## src/rtl/fp_mult_seq_if.sv

```systemverilog
// Operand/result handshake bundle for fp_mult_seq; master = producer/consumer side, slave = multiplier.
interface fp_mult_seq_if #(
    parameter int EXP_W = 8,
    parameter int MAN_W = 23
);
    localparam int W = 1 + EXP_W + MAN_W;

    logic         in_valid;
    logic         in_ready;
    logic [W-1:0] a;
    logic [W-1:0] b;
    logic         out_valid;
    logic         out_ready;
    logic [W-1:0] result;
    logic [3:0]   flags;

    modport master (
        output in_valid, a, b, out_ready,
        input  in_ready, out_valid, result, flags
    );

    modport slave (
        input  in_valid, a, b, out_ready,
        output in_ready, out_valid, result, flags
    );
endinterface

```

## src/rtl/fp_mult_seq.sv

```systemverilog
// Iterative IEEE-754-style multiplier (FTZ, RNE); result valid MAN_W+3 edges after accept.
// One op in flight: in_ready only in IDLE, result/flags held in DONE until out_ready.
module fp_mult_seq #(
    parameter int EXP_W = 8,
    parameter int MAN_W = 23
) (
    input  logic          clk,
    input  logic          rst_n,
    fp_mult_seq_if.slave  bus
);
    localparam int W  = 1 + EXP_W + MAN_W;
    localparam int N  = MAN_W + 1;
    localparam int CW = (MAN_W + 1 > 1) ? $clog2(MAN_W + 1) : 1;
    localparam int XW = EXP_W + 2;

    localparam logic [XW-1:0]        BIAS_X  = XW'((2 ** (EXP_W - 1)) - 1);
    localparam logic signed [XW-1:0] EXP_INF = XW'((2 ** EXP_W) - 1);
    localparam logic signed [XW-1:0] EXP_ONE = XW'(1);
    localparam logic [CW-1:0]        CNT_END = CW'(MAN_W);
    localparam logic [W-1:0]         QNAN    = {1'b0, {EXP_W{1'b1}}, 1'b1, {(MAN_W-1){1'b0}}};

    typedef enum logic [2:0] {IDLE, UNPACK, MUL, ROUND, DONE} state_t;

    state_t                 state;
    logic [W-1:0]           a_q, b_q;
    logic                   sign_q;
    logic signed [XW-1:0]   exp_q;
    logic [N-1:0]           mcand_q;
    logic [2*N-1:0]         prod_q;
    logic [CW-1:0]          cnt_q;
    logic                   a_zero_q, a_inf_q, a_nan_q, a_snan_q;
    logic                   b_zero_q, b_inf_q, b_nan_q, b_snan_q;
    logic [W-1:0]           result_q;
    logic [3:0]             flags_q;
    logic                   out_valid_q;
    logic                   in_ready_q;

    assign bus.in_ready  = in_ready_q;
    assign bus.out_valid = out_valid_q;
    assign bus.result    = result_q;
    assign bus.flags     = flags_q;

    // Operand field decode, consumed in UNPACK
    logic [EXP_W-1:0] ea, eb;
    logic [MAN_W-1:0] fa, fb;
    logic             ea_max, eb_max, ea_zero, eb_zero, fa_nz, fb_nz;
    logic [XW-1:0]    exp_sum;

    assign ea      = a_q[W-2:MAN_W];
    assign eb      = b_q[W-2:MAN_W];
    assign fa      = a_q[MAN_W-1:0];
    assign fb      = b_q[MAN_W-1:0];
    assign ea_max  = &ea;
    assign eb_max  = &eb;
    assign ea_zero = ~|ea;
    assign eb_zero = ~|eb;
    assign fa_nz   = |fa;
    assign fb_nz   = |fb;
    assign exp_sum = {2'b00, ea} + {2'b00, eb} - BIAS_X;

    // Right-shift accumulate: the low half starts as the multiplier and drains one bit per cycle
    logic [N:0] mul_sum;
    assign mul_sum = {1'b0, prod_q[2*N-1:N]} + (prod_q[0] ? {1'b0, mcand_q} : {(N+1){1'b0}});

    logic [N-1:0]         norm_man;
    logic                 guard, sticky, round_up;
    logic signed [XW-1:0] norm_exp, fin_exp;
    logic [N:0]           rnd_sum;
    logic [MAN_W-1:0]     fin_frac;
    logic                 any_nan, any_snan, any_inf, any_zero, inf_zero;
    logic [W-1:0]         res_n;
    logic [3:0]           flags_n;

    always_comb begin
        norm_man = '0;
        guard    = 1'b0;
        sticky   = 1'b0;
        norm_exp = exp_q;
        if (prod_q[2*N-1]) begin
            norm_man = prod_q[2*N-1:N];
            guard    = prod_q[N-1];
            sticky   = |prod_q[N-2:0];
            norm_exp = exp_q + EXP_ONE;
        end else begin
            norm_man = prod_q[2*N-2:N-1];
            guard    = prod_q[N-2];
            sticky   = |prod_q[N-3:0];
        end

        round_up = guard & (sticky | norm_man[0]);
        rnd_sum  = {1'b0, norm_man} + {{N{1'b0}}, round_up};
        if (rnd_sum[N]) begin
            fin_frac = rnd_sum[N-1:1];
            fin_exp  = norm_exp + EXP_ONE;
        end else begin
            fin_frac = rnd_sum[MAN_W-1:0];
            fin_exp  = norm_exp;
        end

        any_nan  = a_nan_q | b_nan_q;
        any_snan = a_snan_q | b_snan_q;
        any_inf  = a_inf_q | b_inf_q;
        any_zero = a_zero_q | b_zero_q;
        inf_zero = (a_inf_q & b_zero_q) | (b_inf_q & a_zero_q);

        res_n   = '0;
        flags_n = '0;
        if (any_nan) begin
            res_n   = QNAN;
            flags_n = {any_snan, 3'b000};
        end else if (inf_zero) begin
            res_n   = QNAN;
            flags_n = 4'b1000;
        end else if (any_inf) begin
            res_n   = {sign_q, {EXP_W{1'b1}}, {MAN_W{1'b0}}};
        end else if (any_zero) begin
            res_n   = {sign_q, {(W-1){1'b0}}};
        end else if (fin_exp >= EXP_INF) begin
            res_n   = {sign_q, {EXP_W{1'b1}}, {MAN_W{1'b0}}};
            flags_n = 4'b0101;
        end else if (fin_exp <= 0) begin
            res_n   = {sign_q, {(W-1){1'b0}}};
            flags_n = 4'b0011;
        end else begin
            res_n   = {sign_q, fin_exp[EXP_W-1:0], fin_frac};
            flags_n = {3'b000, guard | sticky};
        end
    end

    always_ff @(posedge clk or negedge rst_n) begin
        if (!rst_n) begin
            state       <= IDLE;
            a_q         <= '0;
            b_q         <= '0;
            sign_q      <= 1'b0;
            exp_q       <= '0;
            mcand_q     <= '0;
            prod_q      <= '0;
            cnt_q       <= '0;
            a_zero_q    <= 1'b0;
            a_inf_q     <= 1'b0;
            a_nan_q     <= 1'b0;
            a_snan_q    <= 1'b0;
            b_zero_q    <= 1'b0;
            b_inf_q     <= 1'b0;
            b_nan_q     <= 1'b0;
            b_snan_q    <= 1'b0;
            result_q    <= '0;
            flags_q     <= '0;
            out_valid_q <= 1'b0;
            in_ready_q  <= 1'b1;
        end else begin
            case (state)
                IDLE: begin
                    if (bus.in_valid) begin
                        a_q        <= bus.a;
                        b_q        <= bus.b;
                        in_ready_q <= 1'b0;
                        state      <= UNPACK;
                    end
                end
                UNPACK: begin
                    sign_q   <= a_q[W-1] ^ b_q[W-1];
                    exp_q    <= $signed(exp_sum);
                    mcand_q  <= {1'b1, fa};
                    prod_q   <= {{N{1'b0}}, 1'b1, fb};
                    cnt_q    <= '0;
                    // Denormals flush to zero along with true zeros
                    a_zero_q <= ea_zero;
                    a_inf_q  <= ea_max & ~fa_nz;
                    a_nan_q  <= ea_max & fa_nz;
                    a_snan_q <= ea_max & fa_nz & ~fa[MAN_W-1];
                    b_zero_q <= eb_zero;
                    b_inf_q  <= eb_max & ~fb_nz;
                    b_nan_q  <= eb_max & fb_nz;
                    b_snan_q <= eb_max & fb_nz & ~fb[MAN_W-1];
                    state    <= MUL;
                end
                MUL: begin
                    prod_q <= {mul_sum, prod_q[N-1:1]};
                    cnt_q  <= cnt_q + CW'(1);
                    if (cnt_q == CNT_END) begin
                        state <= ROUND;
                    end
                end
                ROUND: begin
                    result_q    <= res_n;
                    flags_q     <= flags_n;
                    out_valid_q <= 1'b1;
                    state       <= DONE;
                end
                DONE: begin
                    if (bus.out_ready) begin
                        out_valid_q <= 1'b0;
                        in_ready_q  <= 1'b1;
                        state       <= IDLE;
                    end
                end
                default: begin
                    state      <= IDLE;
                    in_ready_q <= 1'b1;
                end
            endcase
        end
    end
endmodule

```

## src/flat_wrapper.sv

```systemverilog
// flat-port wrapper written by rule: the top's interface ports become plain ports
module fp_mult_seq_flat 
#(
    parameter int EXP_W = 8,
    parameter int MAN_W = 23
)
  (clk, rst_n, bus_in_valid, bus_a, bus_b, bus_out_ready, bus_in_ready, bus_out_valid, bus_result, bus_flags);
  fp_mult_seq_if #(.EXP_W(EXP_W), .MAN_W(MAN_W)) bus_i ();
  input  logic clk;
  input  logic rst_n;
  input wire logic [$bits(bus_i.in_valid)-1:0] bus_in_valid;
  input wire logic [$bits(bus_i.a)-1:0] bus_a;
  input wire logic [$bits(bus_i.b)-1:0] bus_b;
  input wire logic [$bits(bus_i.out_ready)-1:0] bus_out_ready;
  output wire logic [$bits(bus_i.in_ready)-1:0] bus_in_ready;
  output wire logic [$bits(bus_i.out_valid)-1:0] bus_out_valid;
  output wire logic [$bits(bus_i.result)-1:0] bus_result;
  output wire logic [$bits(bus_i.flags)-1:0] bus_flags;
  assign bus_i.in_valid = bus_in_valid;
  assign bus_i.a = bus_a;
  assign bus_i.b = bus_b;
  assign bus_i.out_ready = bus_out_ready;
  assign bus_in_ready = bus_i.in_ready;
  assign bus_out_valid = bus_i.out_valid;
  assign bus_result = bus_i.result;
  assign bus_flags = bus_i.flags;
  fp_mult_seq #(.EXP_W(EXP_W), .MAN_W(MAN_W)) u_core (.clk(clk), .rst_n(rst_n), .bus(bus_i));
endmodule
```

## config.mk

```make
export PLATFORM = sky130hd
export DESIGN_NAME = fp_mult_seq_flat
export DESIGN_NICKNAME = d
export VERILOG_FILES = /design/src/rtl/fp_mult_seq_if.sv /design/src/rtl/fp_mult_seq.sv /design/src/flat_wrapper.sv
export SDC_FILE = /design/constraint.sdc
export NUM_CORES = 1
export LEC_CHECK = 0
export ABC_AREA = 1
export CORE_AREA = 10 10 153 170
export DETAILED_ROUTE_END_ITERATION = 10
export DIE_AREA = 0 0 163 180
export PLACE_DENSITY = 0.83
export SLEW_MARGIN = 20
export SYNTH_ARGS = -nofsm -noshare
export SYNTH_HDL_FRONTEND = slang
export SYNTH_SLANG_ARGS = --single-unit
```

## constraint.sdc

```tcl
create_clock -name clk -period 3.2 [get_ports clk]
set_clock_uncertainty 0.05 [all_clocks]
set_input_delay 0.48 -clock clk [delete_from_list [all_inputs] [get_ports clk]]
set_output_delay 0.48 -clock clk [all_outputs]
set_load 0.02 [all_outputs]
```

==> run summary <==
run status - finished clean
CP Depth - 19
P_int - 0.007448 W
Sw Ratio - 0.4272
Die Wd - 163 um
Final Slew Violations - 0
row cnt - 58
Fin. Hold Viols - 0
Worst EP required - 3550 ps
syn_nets - 1636
YS warnings - 0
GRT overflow - 0
number of flops mapped to enable cells by yosys - 0
Synth cell types - 55
crit-path max FO - 12
Skew-Pair Late Insertion Delay - 510 ps
Fillers - 1988
routed wire length - 29.09 mm
final net count - 1738
Tot GR Track Use - 0.1931
Worst Hold Class - flip-flop to flip-flop
CP peak stage delay - 490 ps
combinational share of power - 0.453
antenna cells - 0
clk buf depth - 3
dpl hpwl - 21.48 mm
CP Data Arrival Time - 3330 ps
drt first pass iters - 5
Synth area leaders - dfrtp_1 (43%), nand2_1 (16%), inv_1 (5.7%)
R2R depth - 19
Sum Neg Setup Slack - 0 ps
WS Path Type - flip-flop to flip-flop
critical path's slowest cell - dfrtp_2
first-pass GRT wire length - 48.39 mm
per-cell routed wire length - 14.97 um
vias - 10422
starting density of the core - 0.5221
CTS tree - done
share of cells above drive strength 1 - 0.09434
largest net degree at the start of global routing - 101
period utilization - 0.9313
Final Util - 0.6205
Die Span Y - 180 um
crit-path cells - o21ai_4 -> inv_2 -> nor2_4 -> ha_1 -> nand3_2 -> nor2_4 -> nand2_4 -> nor2_1 -> nand3_1 -> nor2_1 -> nand2_1 -> nand2_1 -> nand2_1 -> nor2_2 -> nand3_2 -> nand2_4 -> clkinv_4 -> nand2_4 -> o21ai_2
design area - 13960 um^2
Setup Viol. Count Final - 0
area of the core - 22500 um^2
Hold Crit Depth - 2
static leakage - 6.716 nW
crit path buf inv count - 2
Inserted Clock Buffers - 23
Area Growth Syn to Fin - 18.84%
Avg Inst Size Synth - 7.682 um^2
io pins - 106
Tmin final - 2980 ps
achievable frequency - 335.6 MHz
H-tree depth - 1
Residual DRC - 0
Worst Setup End Kind - flip-flop
Root Buffer - clkbuf_16
Yosys reg bits - 201
antenna violations before repair - 0
Antenna Nets Post-Route - 0
Top delay family on crit path - simple AND/OR/NAND/NOR gates
Seq pwr share - 0.338
measured slew at the worst slew-check pin - 909.4 ps
fraction of the yosys area taken by sequential cells - 0.4283
Main synth FF type - dfrtp_1
Port Buf Inserts - 105
VDD IR max - 0.5577 mV
Via-to-Cell Ratio - 5.364
placed cell area - 13080 um^2
clk sinks - 201
Syn Std Cell Area - 11750 um^2
vias in the first global route - 10199
Inst Count DP - 1901
Post-synth ARST share - 1.000
post-synth top area share - 0.4261
Post-Syn Instances - 1529
Starting DRT DRC Count - 680
Pwr Density - 931.5 nW/um^2
Pwr Total - 0.01300 W
cell accounting for the most synthesized area - dfrtp_1
NetSw - 0.005555 W
Clock power frac - 0.208
Max Cap Viol - 0
GP Congestion - 0.9577
Final Non-Filler Cells - 1943
Slew HR - 0.3931
DIE AREA - 29340 um^2
critical path launch point type - flip-flop
CTS clk-pin slew, worst paths - 60 ps
[power by group through the flow]
| stage | Clock (W) | Sequential [W] | Combinational, W |
|---|---|---|---|
| global placement | 0 | 0.00435 | 0.00564 |
| global route | 0.00287 | 0.00451 | 0.00667 |
| floorplan | 0 | 0.00443 | 0.00398 |
| detailed placement | 0 | 0.00440 | 0.00578 |
| finish | 0.00271 | 0.00440 | 0.00590 |
| CTS | 0.00275 | 0.00438 | 0.00585 |
[placed cells by master, fill, tap and decap left out, types with 6 or more instances in the layout]
master	synthesis	layout
or2_2	7	7
xor2_1	24	24
o21ai_0	122	121
nor3_1	12	10
nand3_1	54	52
inv_2	7	7
o21ai_1	8	9
clkdlybuf4s50_1	0	104
inv_1	178	178
nor2_1	74	74
xnor2_1	13	13
a21oi_1	54	53
nor4_1	15	15
ha_1	37	37
o221ai_1	23	23
dfrtp_1	200	198
o22ai_1	15	15
buf_4	0	17
nand2_1	490	490
o21ai_2	30	28
nand3_2	4	6
clkbuf_16	0	23
nand2_2	13	13
nand4_1	29	29
nor2_2	11	10
[flip-flops by register name, indices dropped and copies added, names as in the netlist, 3 cells and up]
name and flops:
u_core.a_q 32, u_core.b_q 32, u_core.bus.flags 4, u_core.bus.result 32, u_core.cnt_q 5, u_core.exp_q 10, u_core.mcand_q 24, u_core.prod_q 48
u_core.state 3
[cell families after synthesis]
group	after synthesis	synth area share
DFF	201	0.4283
and+or+nand+nor	730	0.2698
AOI/OAI and AO/OA	282	0.1467
adders and majority gates	39	0.04282
xor gates and xnor gates	38	0.02897
buffers and inverters	239	0.08341
[metal layers]
layer	part of all wire	vias to the layer above	GRT usage	wire, um
met2	0.47	285	0.3186	13650
met1	0.45	4881	0.2526	12960
met3	0.060	56	0.03451	1756
li1	-	5200	-	-
met4	0.025	0	0.05632	720
met5	0	-	0	0
[cell type report]
cell class | instances | area [um^2] | share of cell area
timing repair buffer | 127 | 1255 | 0.08990
multi-input combinational | 1090 | 5807 | 0.4160
clock inverter | 8 | 150.1 | 0.01076
tap | 300 | 375.4 | 0.02689
inverter | 188 | 710.7 | 0.05091
sequential | 201 | 5034 | 0.3606
clock buffer | 29 | 628.1 | 0.04499
[tightest hold or removal path, stage by stage (launching register included)]
cell	delay, ps
dfrtp_1	340
nand2_1	60
nand2_1	50
[per-stage QoR]
step           hold slack (ps)  setup WS (ps)
6_report                 422.4          219.8
5_1_grt                  441.9         -6.508
4_1_cts                  417.0          38.61
3_5_place_dp             407.1          29.82
3_3_place_gp             394.9          39.30
2_1_floorplan            134.4          106.1
[synthesized netlist by cell type, drive strengths merged (4+ instances only)]
library cell,instances
nor4,16
or2,8
nand3,58
xnor2,13
o21bai,6
a21oi,54
inv,185
o221ai,23
o21ai,161
nand4,29
dfrtp,200
a31oi,4
nor2,89
o22ai,15
buf,10
nor3b,5
clkbuf,41
ha,37
a21o,5
nor3,16
nand2,507
xor2,25
[final timing paths]
kind | start | to | slack [ps]
max | u_core.prod_q[47] | u_core.bus.result[7] | 220
min | u_core.mcand_q[20] | u_core.mcand_q[20] | 420
max reg2reg | u_core.prod_q[47] | u_core.bus.result[7] | 220
min reg2reg | u_core.mcand_q[20] | u_core.mcand_q[20] | 420
max in group asynchronous | rst_n | u_core.prod_q[23] | 1800
min in group asynchronous | rst_n | u_core.mcand_q[5] | 470
[timing repair]
item	in CTS	in global routing
hold buffers	1	0
endpoints found under the setup margin	0	31
buffers inserted	0	3
gates resized for setup	0	13
hold endpoints to repair	57	0
No activity file was read; power rests on OpenSTA's default activity.
==> edit: new RTL, config.mk and constraints unchanged <==
Re-encode `state_t` (5 states) as one-hot, 5 bits wide.
--- a/src/rtl/fp_mult_seq.sv
+++ b/src/rtl/fp_mult_seq.sv
@@ -21,3 +21,3 @@
 
-    typedef enum logic [2:0] {IDLE, UNPACK, MUL, ROUND, DONE} state_t;
+    typedef enum logic [4:0] {IDLE = 5'b00001, UNPACK = 5'b00010, MUL = 5'b00100, ROUND = 5'b01000, DONE = 5'b10000} state_t;
 
Formal check against the unedited RTL: no difference found for any inputs over 10 cycles, from zero or initial values and one cycle with rst_n low; not proved beyond that.
==> edit against the original RTL <==
  * Final cell count is 2.0% higher
  * Cell area is 0.56% higher
  * Worst hold slack gained 3.3 ps
  * Total power is 15% lower
  * Sequential share of layout area up 0.16 points
  * Critical endpoint is now u_core.prod_q[41]$_DFFE_PN0P_
  * Setup slack better by 2.9 ps
  * Critical path depth shrank 4
  * Wire length grew 2.8%
  * Utilization grew 0.34 points
  * Area after synthesis is 1.2% higher
  * Sequential cell count increased by 2
  * Largest cell class unchanged
  * Count of clock-buffer cells in the layout is 2 higher
==> edit: results (changes against the original RTL) <==
| Metric | Value |
|---|---|
| Status | `finished clean (unchanged)` |
| Final #Nets | `1775 (was 1738)` |
| Mapped Cells | `1571 (was 1529)` |
| First-pass GRT wire length | `49900 µm (was 48400 µm)` |
| HPWL Detailed | `22700 µm (was 21500 µm)` |
| Dpl cells | `1943 (was 1901)` |
| Critical-path top delay cell | `dfrtp_1 (was dfrtp_2)` |
| Vias per cell | `5.37 (was 5.36)` |
| DR iter-0 viols | `783 (was 680)` |
| Top post-synthesis cells by count | `484 x nand2_1, 201 x dfrtp_1, 188 x inv_1, 135 x o21ai_0, 90 x nor2_1 (was 490 x nand2_1, 200 x dfrtp_1, 178 x inv_1, 122 x o21ai_0, 74 x nor2_1)` |
| Vias after detailed routing | `10600 (was 10400)` |
| Relative slew margins | `36.4% (was 39.3%)` |
| Slowest Stage Delay on Critical Path | `420 ps (was 490 ps)` |
| Filler cells | `1968 (was 1988)` |
| Leak pwr | `6.84 nW (was 6.72 nW)` |
| Sequential-to-total area share from yosys stat | `42.8% (about the same)` |
| Vias in the first global route | `10400 (was 10200)` |
| Layout cells sized above 1 | `8.44% (was 9.43%)` |
| Crit path DAT | `3300 ps (was 3330 ps)` |
| Drt pass-1 iters | `6 (was 5)` |
| Syn_nets | `1678 (was 1636)` |
| Cell Int Power | `6.48 mW (was 7.45 mW)` |
| CTS Buf Count | `21 (was 23)` |
| Synth top area cells | `dfrtp_1 42%, nand2_1 15%, inv_1 5.9% (was dfrtp_1 43%, nand2_1 16%, inv_1 5.7%)` |
| Top delay family on crit path | `compound AO/OA/AOI/OAI gates (was simple AND/OR/NAND/NOR gates)` |
==> edit: per-layer routing <==
layer | vias up | GRT usage, % | share of wire, %
li1 | 5337 | - | -
met1 | 4939 | 25.7 | 44
met2 | 306 | 33.9 | 48
met3 | 52 | 3.15 | 5.9
met4 | 0 | 5.81 | 2.5
met5 | - | 0 | 0
==> edit: layout make-up <==
type / instances / share of cell area (%)
inverters: 196 / 5.25
clock inverters: 6 / 0.463
repair buffers: 132 / 9.42
multi-input cells: 1114 / 41.5
clock buffers: 31 / 4.51
well taps: 300 / 2.67
flip-flops and latches: 203 / 36.2
==> edit: timing repair <==
item                                   in CTS  in global routing
gates resized for setup                     0                  8
setup buffers                               0                  1
endpoints found under the hold margin      59                  0
setup endpoints to repair                   0                 28
hold buffers                                1                  0
==> edit: stage by stage <==
stage	hold WS, ps	TNS, ps	setup WS, ps	area (µm²)
2_1_floorplan	134	0	349	11900
3_3_place_gp	401	0	298	13300
3_5_place_dp	411	0	175	13300
4_1_cts	426	0	164	14000
5_1_grt	441	-0.849	-0.849	14000
6_report	426	0	223	14000
==> edit: cells by family (layout without fill, tap and decap cells) <==
kind of cell / count (synthesis) / count (layout) / share of synthesized area, %
compound gates: 302 / 302 / 15.0
xor+xnor: 39 / 39 / 3.00
fa+ha+maj: 39 / 39 / 4.23
buf+inv: 254 / 365 / 8.68
flops: 203 / 203 / 42.8
simple gates: 734 / 734 / 26.3
==> edit: power groups by stage <==
stage | Combinational [mW] | Sequential [mW] | Clock [mW]
finish | 4.54 | 4.05 | 2.49
global route | 5.17 | 4.16 | 2.62
CTS | 4.51 | 4.04 | 2.52
detailed placement | 4.46 | 4.07 | 0
global placement | 4.31 | 4.04 | 0
floorplan | 3.40 | 3.87 | 0
==> edit: worst register-to-register path, cell delays in order, from the launching register on <==
cell	delay [ps]
dfrtp_1	420
buf_12	170
nand2_1	70
inv_1	40
ha_1	360
nand3_1	120
nand2_1	100
a21boi_0	130
o21ai_0	270
inv_1	100
o21bai_1	290
a21o_1	220
a21oi_1	90
or2_2	280
nand3_1	60
o21ai_0	80
==> edit: worst paths after layout <==
kind,slack [ps],to,cells after the start,startpoint
max in group asynchronous,1770,u_core.bus.result[26]$_DFFE_PN0P_,3,rst_n
setup reg to reg,220,u_core.prod_q[41]$_DFFE_PN0P_,15,u_core.prod_q[0]$_DFFE_PN0P_
setup / recovery,220,u_core.prod_q[41]$_DFFE_PN0P_,15,u_core.prod_q[0]$_DFFE_PN0P_
hold / removal,430,u_core.mcand_q[22]$_DFFE_PN0P_,2,u_core.mcand_q[22]$_DFFE_PN0P_
hold reg to reg,430,u_core.mcand_q[22]$_DFFE_PN0P_,2,u_core.mcand_q[22]$_DFFE_PN0P_
min in group asynchronous,460,u_core.prod_q[32]$_DFFE_PN0P_,2,rst_n
